===== config.mk =====
export PLATFORM = sky130hd
export DESIGN_NAME = queue_uart_tx
export DESIGN_NICKNAME = d
export VERILOG_FILES = /design/src/rtl/queue_uart_tx.sv
export SDC_FILE = /design/constraint.sdc
export NUM_CORES = 1
export LEC_CHECK = 0
export CORE_MARGIN = 2
export CORE_UTILIZATION = 45
export DETAILED_ROUTE_END_ITERATION = 12
export GPL_ROUTABILITY_DRIVEN = 0
export PLACE_DENSITY = 0.68
export SYNTH_ARGS = -nofsm -noshare
export SYNTH_HDL_FRONTEND = slang
export SYNTH_SLANG_ARGS = --single-unit

===== constraint.sdc =====
create_clock -name clk -period 2 [get_ports clk]
set_input_delay 0.3 -clock clk [delete_from_list [all_inputs] [get_ports clk]]
set_output_delay 0.3 -clock clk [all_outputs]
set_load 0.02 [all_outputs]

===== src/rtl/queue_uart_tx.sv =====
// queue_uart_tx
// Sole consumer of an 8-bit, depth-4 circular queue. When transmission is
// enabled and the queue reports data, it pops one byte with a single-cycle
// dequeue pulse and captures the queue's registered output. It then sends
// that byte as an 8N1 frame, or as an 8E1 frame when PARITY_EN is set.
// Every output is driven from a flop. The flops are loaded from the
// next-state decode, so no output is combinational from an input.

module queue_uart_tx #(
    parameter int CLKS_PER_BIT = 16,
    parameter bit PARITY_EN    = 1'b0
) (
    input  logic       clk,
    input  logic       reset,
    input  logic       tx_enable,
    input  logic       q_empty,
    input  logic [7:0] q_data,
    output logic       q_dequeue,
    output logic       tx,
    output logic       busy,
    output logic       frame_done
);

    localparam int TW = (CLKS_PER_BIT > 1) ? $clog2(CLKS_PER_BIT) : 1;
    localparam logic [TW-1:0] LAST_TICK = TW'(CLKS_PER_BIT - 1);

    typedef enum logic [2:0] {
        IDLE,
        POP,
        LOAD,
        START,
        DATA,
        PARITY,
        STOP
    } state_t;

    state_t        r_state;
    state_t        w_nextState;
    logic [TW-1:0] r_bitTimer;
    logic [TW-1:0] w_nextTimer;
    logic [2:0]    r_bitIndex;
    logic [2:0]    w_nextIndex;
    logic [7:0]    r_shift;
    logic [7:0]    w_nextShift;
    logic          r_parity;
    logic          w_nextParity;
    logic          r_tx;
    logic          r_busy;
    logic          r_dequeue;
    logic          r_frameDone;
    logic          w_nextTx;
    logic          w_tickDone;

    // The current serial bit has been held for its full CLKS_PER_BIT cycles
    assign w_tickDone = (r_bitTimer == LAST_TICK);

    // Next-state, bit timer, bit index and data capture/shift decode.
    // The timer restarts from zero on every state change. The timer also
    // restarts at every data-bit boundary inside DATA.
    always_comb begin
        w_nextState  = r_state;
        w_nextTimer  = r_bitTimer + 1'b1;
        w_nextIndex  = r_bitIndex;
        w_nextShift  = r_shift;
        w_nextParity = r_parity;

        case (r_state)
            IDLE: begin
                w_nextTimer = '0;
                if (tx_enable && !q_empty) begin
                    w_nextState = POP;
                end
            end

            POP: begin
                // The queue is not re-checked here; the pop is already committed
                w_nextTimer = '0;
                w_nextState = LOAD;
            end

            LOAD: begin
                // The queue's registered output is valid during this cycle
                w_nextTimer  = '0;
                w_nextIndex  = '0;
                w_nextShift  = q_data;
                w_nextParity = ^q_data;
                w_nextState  = START;
            end

            START: begin
                if (w_tickDone) begin
                    w_nextTimer = '0;
                    w_nextIndex = '0;
                    w_nextState = DATA;
                end
            end

            DATA: begin
                if (w_tickDone) begin
                    w_nextTimer = '0;
                    w_nextShift = {1'b0, r_shift[7:1]};
                    if (r_bitIndex == 3'd7) begin
                        w_nextIndex = '0;
                        w_nextState = PARITY_EN ? PARITY : STOP;
                    end else begin
                        w_nextIndex = r_bitIndex + 1'b1;
                    end
                end
            end

            PARITY: begin
                if (w_tickDone) begin
                    w_nextTimer = '0;
                    w_nextState = STOP;
                end
            end

            STOP: begin
                if (w_tickDone) begin
                    w_nextTimer = '0;
                    w_nextState = IDLE;
                end
            end

            default: begin
                w_nextTimer = '0;
                w_nextState = IDLE;
            end
        endcase
    end

    // Line level for the cycle after the coming edge, taken from the next state.
    // The tx flop therefore changes together with the state register.
    always_comb begin
        w_nextTx = 1'b1;
        case (w_nextState)
            START:   w_nextTx = 1'b0;
            DATA:    w_nextTx = w_nextShift[0];
            PARITY:  w_nextTx = w_nextParity;
            default: w_nextTx = 1'b1;
        endcase
    end

    // State, datapath and registered outputs. Reset abandons any frame in
    // flight, and the byte it was carrying is not fetched again.
    always_ff @(posedge clk) begin
        if (reset) begin
            r_state     <= IDLE;
            r_bitTimer  <= '0;
            r_bitIndex  <= '0;
            r_shift     <= '0;
            r_parity    <= 1'b0;
            r_tx        <= 1'b1;
            r_busy      <= 1'b0;
            r_dequeue   <= 1'b0;
            r_frameDone <= 1'b0;
        end else begin
            r_state     <= w_nextState;
            r_bitTimer  <= w_nextTimer;
            r_bitIndex  <= w_nextIndex;
            r_shift     <= w_nextShift;
            r_parity    <= w_nextParity;
            r_tx        <= w_nextTx;
            r_busy      <= (w_nextState != IDLE);
            r_dequeue   <= (w_nextState == POP);
            r_frameDone <= (r_state == STOP) && (w_nextState == IDLE);
        end
    end

    assign tx         = r_tx;
    assign busy       = r_busy;
    assign q_dequeue  = r_dequeue;
    assign frame_done = r_frameDone;

endmodule


* Word level (Yosys, flattened, before mapping) *
Index checks and enable logic that the tools add are counted.

operators by class
  add/sub/neg operators = 2
  multipliers = 0
  div/mod/pow operators = 0
  magnitude comparators = 0
  eq/ne operators = 14
  shift-type cells = 0
  mux-type cells = 15
  bitwise logic cells = 1
  reduce and logical (&&, ||, !) cells = 13

operator list
  kind                 number
  $mux 3               9
  $pmux 3 s7           1
  $eq 3x3->1 const B   6
  $pmux 8 s2           1
  $eq 3x2->1 const B   3
  $pmux 3 s3           1
  $mux 8               1
  $reduce_xor 8->1     1
  $eq 3x1->1 const B   2
  $logic_not 3->1      2
  $reduce_bool 3->1    2
  $add 4x1->4 const B  1
  $eq 4x4->1 const B   1
  $ne 2x2->1 const B   2
  $reduce_or 4->1      1
  $add 3x1->3 const B  1
  $pmux 1 s3           1
  $reduce_and 3->1     1
  $reduce_or 3->1      1
  $logic_and 1x1->1    2
  $reduce_and 2->1     1
  $reduce_bool 2->1    1
  $logic_not 1->1      1
  $mux 1               1
  $not 1->1            1

storage, ports and cells
  bits in registers = 23
  latch bits = 0
  RAM bits = 0
  ROM bits = 0
  bits of input ports = 12
  output and inout bits = 4
  word-level logic and storage cells = 55
  memories kept = 0

* Longest topological paths before layout *
Gate-level depths: netlist of run 1.

  depth after elaboration = 6
  depth in mapped cells = 6
  gate-level depth less buffers = 6

* Least setup slack after synthesis of run 1 *
Ideal clock, no wire load.

  path kind = register to register
  from = reg r_bitTimer[0]
  to = reg r_tx (netlist: tx)
  library setup time = 0.123 ns
  arrival = 1.496 ns
  data required time = 1.877 ns
  setup slack = 0.381 ns
  stages on the path, launching flop included = 7
  path buffers = 1
  period minus slack after synthesis = 1.619 ns
  cells stage by stage = dfxtp_1 ha_1 and3_1 buf_6 or4_4 a2bb2oi_1 a2bb2oi_1

on the way
  longest elaborated chain between the ends = 5
  elaborated cells between the ends (all ways) = 12
  classes of those cells = eq/ne: 4; mux: 8

ends and longest elaborated chain
  element                                   RTL line  source
  from (decl)                               39        logic [TW-1:0] r_bitTimer;
  from (signal assigned)                    159       r_bitTimer <= w_nextTimer;
  $eq 4x4->1 *                              55        assign w_tickDone = (r_bitTimer == LAST_TICK);
  $mux 3 (on tied branches)                 -
  $pmux 3 s7                                67        case (r_state)
  $eq 3x3->1 or $eq 3x2->1 (tied branches)  136       case (w_nextState)
  $pmux 1 s3 *                              136
  to (signal assigned)                      163       r_tx <= w_nextTx;
  to (decl)                                 47        logic r_tx;

Mark *: on every way between the ends. The rest lies on a longest branch, timed or not. The select of a mux whose other input is x is not followed.
A chain may end at the register's enable or synchronous reset.

* Worst setup path in the final report of run 1 *
  from = reg r_bitTimer[0]
  to = reg r_bitIndex[0]

on the way
  longest elaborated chain between the ends = 3
  elaborated cells between the ends (all ways) = 4
  classes of those cells = eq/ne: 3; reduce/logical: 1

ends and longest elaborated chain
  element                       RTL line  source
  $eq 4x4->1 *                  55
  $ne 2x2->1 (no line)          -
  $reduce_and 3->1 (no line) *  -
  to (signal assigned)          160       r_bitIndex <= w_nextIndex;
  to (decl)                     41        logic [2:0] r_bitIndex;

Mark *: on every way between the ends. The rest lies on a longest branch, timed or not.

==> results of run 1 <==
-- flip-flops by register name, indices dropped and copies added, names as in the netlist --
signal,count
busy,1
frame_done,1
q_dequeue,1
r_bitIndex,3
r_bitTimer,4
r_parity,1
r_shift,8
r_state,3
tx,1
-- layout make-up --
type | instances | area, µm² | share of cell area (%)
Sequential cell | 23 | 460 | 35.9
Clock buffer | 4 | 26.3 | 2.05
Inverter | 3 | 11.3 | 0.878
Multi-Input combinational cell | 89 | 574 | 44.8
Tap cell | 30 | 37.5 | 2.93
Timing Repair Buffer | 18 | 173 | 13.5
-- worst max-delay path, cell delays in order (launching register included) --
cell and delay, ns:
dfxtp_1 0.37, ha_1 0.27, and3_1 0.39, nand2_1 0.20, or3_1 0.34, a21oi_1 0.14
-- worst max path at each step --
stage,cells past startpoint,startpoint,slack [ns],endpoint
after floorplan,6,r_bitTimer[0]$_SDFF_PP0_,0.38,tx$_SDFF_PP1_
after global placement,5,r_bitTimer[0]$_SDFF_PP0_,0.36,tx$_SDFF_PP1_
after detailed placement,5,r_bitTimer[0]$_SDFF_PP0_,0.29,r_shift[3]$_SDFFE_PP0P_
after CTS,5,r_bitTimer[0]$_SDFF_PP0_,0.27,r_bitIndex[0]$_SDFFE_PP0P_
after global routing,5,r_bitTimer[0]$_SDFF_PP0_,0.08,r_bitIndex[0]$_SDFFE_PP0P_
final,5,r_bitTimer[0]$_SDFF_PP0_,0.25,r_bitIndex[0]$_SDFFE_PP0P_
-- cells in the mapped netlist (2+ instances only) --
| master | number |
|---|---|
| a2bb2oi_1 | 2 |
| inv_1 | 3 |
| a32oi_1 | 2 |
| ha_1 | 3 |
| a22oi_1 | 7 |
| clkbuf_8 | 4 |
| nand3_1 | 5 |
| nor3b_1 | 2 |
| buf_6 | 2 |
| nor2_1 | 11 |
| o21ai_0 | 3 |
| dfxtp_1 | 23 |
| a211oi_1 | 2 |
| nand4_1 | 3 |
| nand2_1 | 10 |
| xnor2_1 | 9 |
| a21oi_1 | 13 |
-- metrics by stage --
stage | utilization, % | power [mW]
2_1_floorplan | - | 0.587
6_report | 52.7 | 0.833
4_1_cts | 52.7 | 0.841
3_3_place_gp | 51.6 | 0.628
3_5_place_dp | 51.6 | 0.631
5_1_grt | 52.7 | 0.881
-- where the power goes --
part | leakage, nW | switching, mW | internal (mW) | total [mW]
clock | 0.0150 | 0.135 | 0.0780 | 0.213
sequential | 0.187 | 0.0179 | 0.475 | 0.493
combinational | 0.237 | 0.0564 | 0.0700 | 0.126
total | 0.439 | 0.210 | 0.623 | 0.833
-- routing by layer --
| metal | up-vias | global-route usage (%) |
|---|---|---|
| met5 | - | 0 |
| met4 | 0 | 9.58 |
| met3 | 7 | 3.33 |
| met2 | 22 | 29.5 |
| met1 | 412 | 21.3 |
| li1 | 468 | - |
-- logic make-up after synthesis --
group | Yosys count | share of synthesized area, %
AO/OA/AOI/OAI | 34 | 19.7
AND/OR/NAND/NOR | 42 | 20.0
adder cells (fa/ha/maj) | 3 | 3.32
buffers and inverters | 11 | 8.62
XOR/XNOR | 10 | 7.74
flip-flops | 23 | 40.7
==> results.toml, run 1 <==
[synth]
syn-num-nets = 138
syn_area_um2 = 1130
yosys_most_used_dff = "dfxtp_1"
ys_ff_latch = 23
synth_edf_count = 0
ys_types = 36
netlist.area_leader.share_pct = 40.7
yosys-top-cells-area = "dfxtp_1 (41%), xnor2_1 (7.0%), a21oi_1 (5.7%)"
synth_top_cell_by_area = "dfxtp_1"
syn_inst = 123
ys_warn_count = 0
async_reset_ff_share_pct = 0
ys_seq_area_share_pct = 40.7
synth_area_per_cell_um2 = 9.21

[floorplanning]
die-area_um2 = 2930
initial_core_util_pct = 46.6
io_pins = 16
chipWidth_um = 54.2
fp.dieH_um = 54.2
rows = 18
core_area_um2 = 2430

[final_layout]
diodes = 0
layout_commonest_cell = "dfxtp_1"
area_growth_pct = 13.3
fin_cells = 167
final_cell_mix = "dfxtp_1 (23), clkdlybuf4s50_1 (15), a21oi_1 (13)"
drive_gt1_share_pct = 8.03
layout.nets = 153
n_fill_cell = 267
fin_area_um2 = 1280

[routing]
ant_nets = 0
wl_met1_um = 936
met3WireLength_um = 107
drc = 0
vias = 909
drt_pass1_iterations = 4
highest_layer = "met4"
viasPerCell = 5.44
routed_wl_um = 2150
wl_met2_um = 1040
drtIter0Drc = 19
wire_per_inst_um = 12.8

[clock_network]
root_buffer = "clkbuf_4"
post_cts_buffers = 0
clk_pin_slew_ns = 0.12
cts_tree = "built"
cts_resized = 0
cts_buffer_depth = 2
cts_buffers = 3
htreeDepth = 1
clock_latency_ns = 0.31
cts_hold_buf = 0
clock_sinks = 23

[placement]
placed_area_um2 = 1260
place_hpwl_um = 1610
post-place-ws_ns = 0.288
port_buffers = 15
dp_cells = 163

[sta]
setup_viol = 0
hold_viol = 0
rsz0062_at_grt = "false"
setup_ws_ns = 0.247
period_needed_ns = 1.75
slew_violations = 0
relSlewSlack_pct = 61.0
clock_skew_ns = 0.00553
period_share_pct = 87.7
tightestPinTransition_ns = 0.582
clock.fmax_ghz = 0.570
setup_tns_ns = 0
whs_ns = 0.450

[worst_setup_path]
worstPathRequired_ns = 2.26
timing.rr.end = "r_bitIndex[0]$_SDFFE_PP0P_"
path_class = "reg -> reg"
crit_fanout = 10
reg2reg_slack_ns = 0.25
critPathLaunchType = "register"
reg2reg_depth = 5
arrival_ns = 2.01
worstSetupEndpointType = "register"
r2r_start = "r_bitTimer[0]$_SDFF_PP0_"

[power]
ir_drop_mv = 0.421
p_leak_nw = 0.439
cellPowerDensity_nw_per_um2 = 649

[min_path]
hold_start = "r_bitTimer[0]$_SDFF_PP0_"
min_path_cells = 1
worstHoldPathType = "reg -> reg"
min_to = "r_bitTimer[0]$_SDFF_PP0_"

[flow_run]
max_cap_viol_count = 0

[grt]
grt_overflow = 0
grt_pass1_vias = 875
grt_max_degree = 21
grt_pass1_wl_um = 3680
antenna_found_initial = 0
track_usage_pct = 17.7

[status]
status = "complete, no violations"
Note: power is estimated with default switching activity, not from simulation.
==> run 2, diff against run 1 <==
- CORE_MARGIN: 2 -> 3
==> run 2 against run 1 <==
  * Utilization is 2.7 points higher
  * Critical path depth stayed put
  * Hold slack better by 0.0089 ns
  * Non-clock buffer count is 1 lower
  * Routed wire length is 1.1% higher
  * Sequential cell count stayed put
  * Combinational power hardly changed
  * Cell count is 1.8% lower
  * Clock-buffer cell count stayed put
  * Clock skew is 0.0026 ns lower
  * Power is 0.48% higher
  * Largest power group unchanged
==> results.toml, run 2 (synthesized netlist as in run 1, its figures left out) <==
[sta]
hold_viol = 0
clock.fmax_ghz = 0.566
relSlewSlack_pct = 65.6
setup_tns_ns = 0
period_needed_ns = 1.77
period_share_pct = 88.3
slew_violations = 0
setup_viol = 0
rsz0062_at_grt = "false"
clock_skew_ns = 0.00293
tightestPinTransition_ns = 0.513

[grt]
grt_pass1_wl_um = 3620
antenna_found_initial = 0
grt_max_degree = 21
track_usage_pct = 14.1
grt_pass1_vias = 795
grt_overflow = 0

[routing]
wire_per_inst_um = 13.2
drtIter0Drc = 32
routed_wl_um = 2170
drc = 0
ant_nets = 0
drt_pass1_iterations = 4
highest_layer = "met4"
viasPerCell = 5.77
wl_met1_um = 1090
met3WireLength_um = 130
wl_met2_um = 903
vias = 947

[power]
cellPowerDensity_nw_per_um2 = 658
p_leak_nw = 0.433
ir_drop_mv = 0.421

[clock_network]
post_cts_buffers = 0
root_buffer = "clkbuf_4"
cts_buffers = 3
clock_sinks = 23
cts_buffer_depth = 2
cts_tree = "built"
htreeDepth = 1
cts_resized = 0
clk_pin_slew_ns = 0.13
clock_latency_ns = 0.31
cts_hold_buf = 0

[worst_setup_path]
critPathLaunchType = "register"
crit_fanout = 10
arrival_ns = 2.02
worstPathRequired_ns = 2.25
worstSetupEndpointType = "register"
path_class = "reg -> reg"

[floorplanning]
fp.dieH_um = 56.2
io_pins = 16
die-area_um2 = 3150
initial_core_util_pct = 49.3
chipWidth_um = 56.2
rows = 17
core_area_um2 = 2300

[placement]
dp_cells = 160
port_buffers = 15
place_hpwl_um = 1540

[min_path]
worstHoldPathType = "reg -> reg"

[final_layout]
largest_registers = "r_shift x8, r_bitTimer x4"
diodes = 0
area_growth_pct = 12.4
fin_cells = 164
layout.nets = 152
largest-register = "r_shift"
n_fill_cell = 205
layout_commonest_cell = "dfxtp_1"
largest_reg_flops = 8
final_cell_mix = "dfxtp_1 (23), clkdlybuf4s50_1 (15), a21oi_1 (13)"
drive_gt1_share_pct = 7.35

[flow_run]
max_cap_viol_count = 0

[status]
status = "complete, no violations"
run 2: changes by cell type in the layout (fill, tap and decap cells not counted), sizes merged:
cell  delta
buf      -1
run 2: metal layers:
metal,GRT usage (%),vias to the layer above
met5,0,-
li1,-,467
met2,20.0,30
met4,6.10,0
met1,20.4,445
met3,3.02,5
run 2: power breakdown:
group / total, mW / switching (mW) / internal (mW)
combinational: 0.125 / 0.0571 / 0.0681
sequential: 0.493 / 0.0179 / 0.475
clock: 0.218 / 0.141 / 0.0779
total: 0.837 / 0.215 / 0.621
run 2: final cells by class:
type / count / area, µm² / area share [%]
inverters: 3 / 11.3 / 0.885
clock buffers: 4 / 26.3 / 2.06
well taps: 28 / 35.0 / 2.75
multi-input cells: 89 / 574 / 45.1
flip-flops and latches: 23 / 460 / 36.2
repair buffers: 17 / 165 / 13.0
run 2: worst paths after layout:
path	from	endpoint	slack, ns	depth (start not counted)
setup / recovery	r_bitTimer[0]$_SDFF_PP0_	r_bitIndex[0]$_SDFFE_PP0P_	0.23	5
hold / removal	r_bitTimer[0]$_SDFF_PP0_	r_bitTimer[0]$_SDFF_PP0_	0.46	1
setup reg to reg	r_bitTimer[0]$_SDFF_PP0_	r_bitIndex[0]$_SDFFE_PP0P_	0.23	5
hold reg to reg	r_bitTimer[0]$_SDFF_PP0_	r_bitTimer[0]$_SDFF_PP0_	0.46	1
run 2: worst max-delay path, cell delays in order, from the launching register on:
cell and delay, ns:
dfxtp_1 0.38, ha_1 0.27, and3_1 0.38, nand2_1 0.20, or3_1 0.34, a21oi_1 0.14
run 2: metrics by stage:
step / area [µm²] / total power [mW] / util [%] / hold WS, ns / setup slack, ns
after floorplan: 1130 / 0.587 / - / 0.418 / 0.381
after global placement: 1250 / 0.627 / 54.2 / 0.430 / 0.359
after detailed placement: 1250 / 0.628 / 54.2 / 0.446 / 0.283
after CTS: 1270 / 0.844 / 55.4 / 0.464 / 0.247
after global routing: 1270 / 0.872 / 55.4 / 0.485 / 0.0717
final: 1270 / 0.837 / 55.4 / 0.459 / 0.235
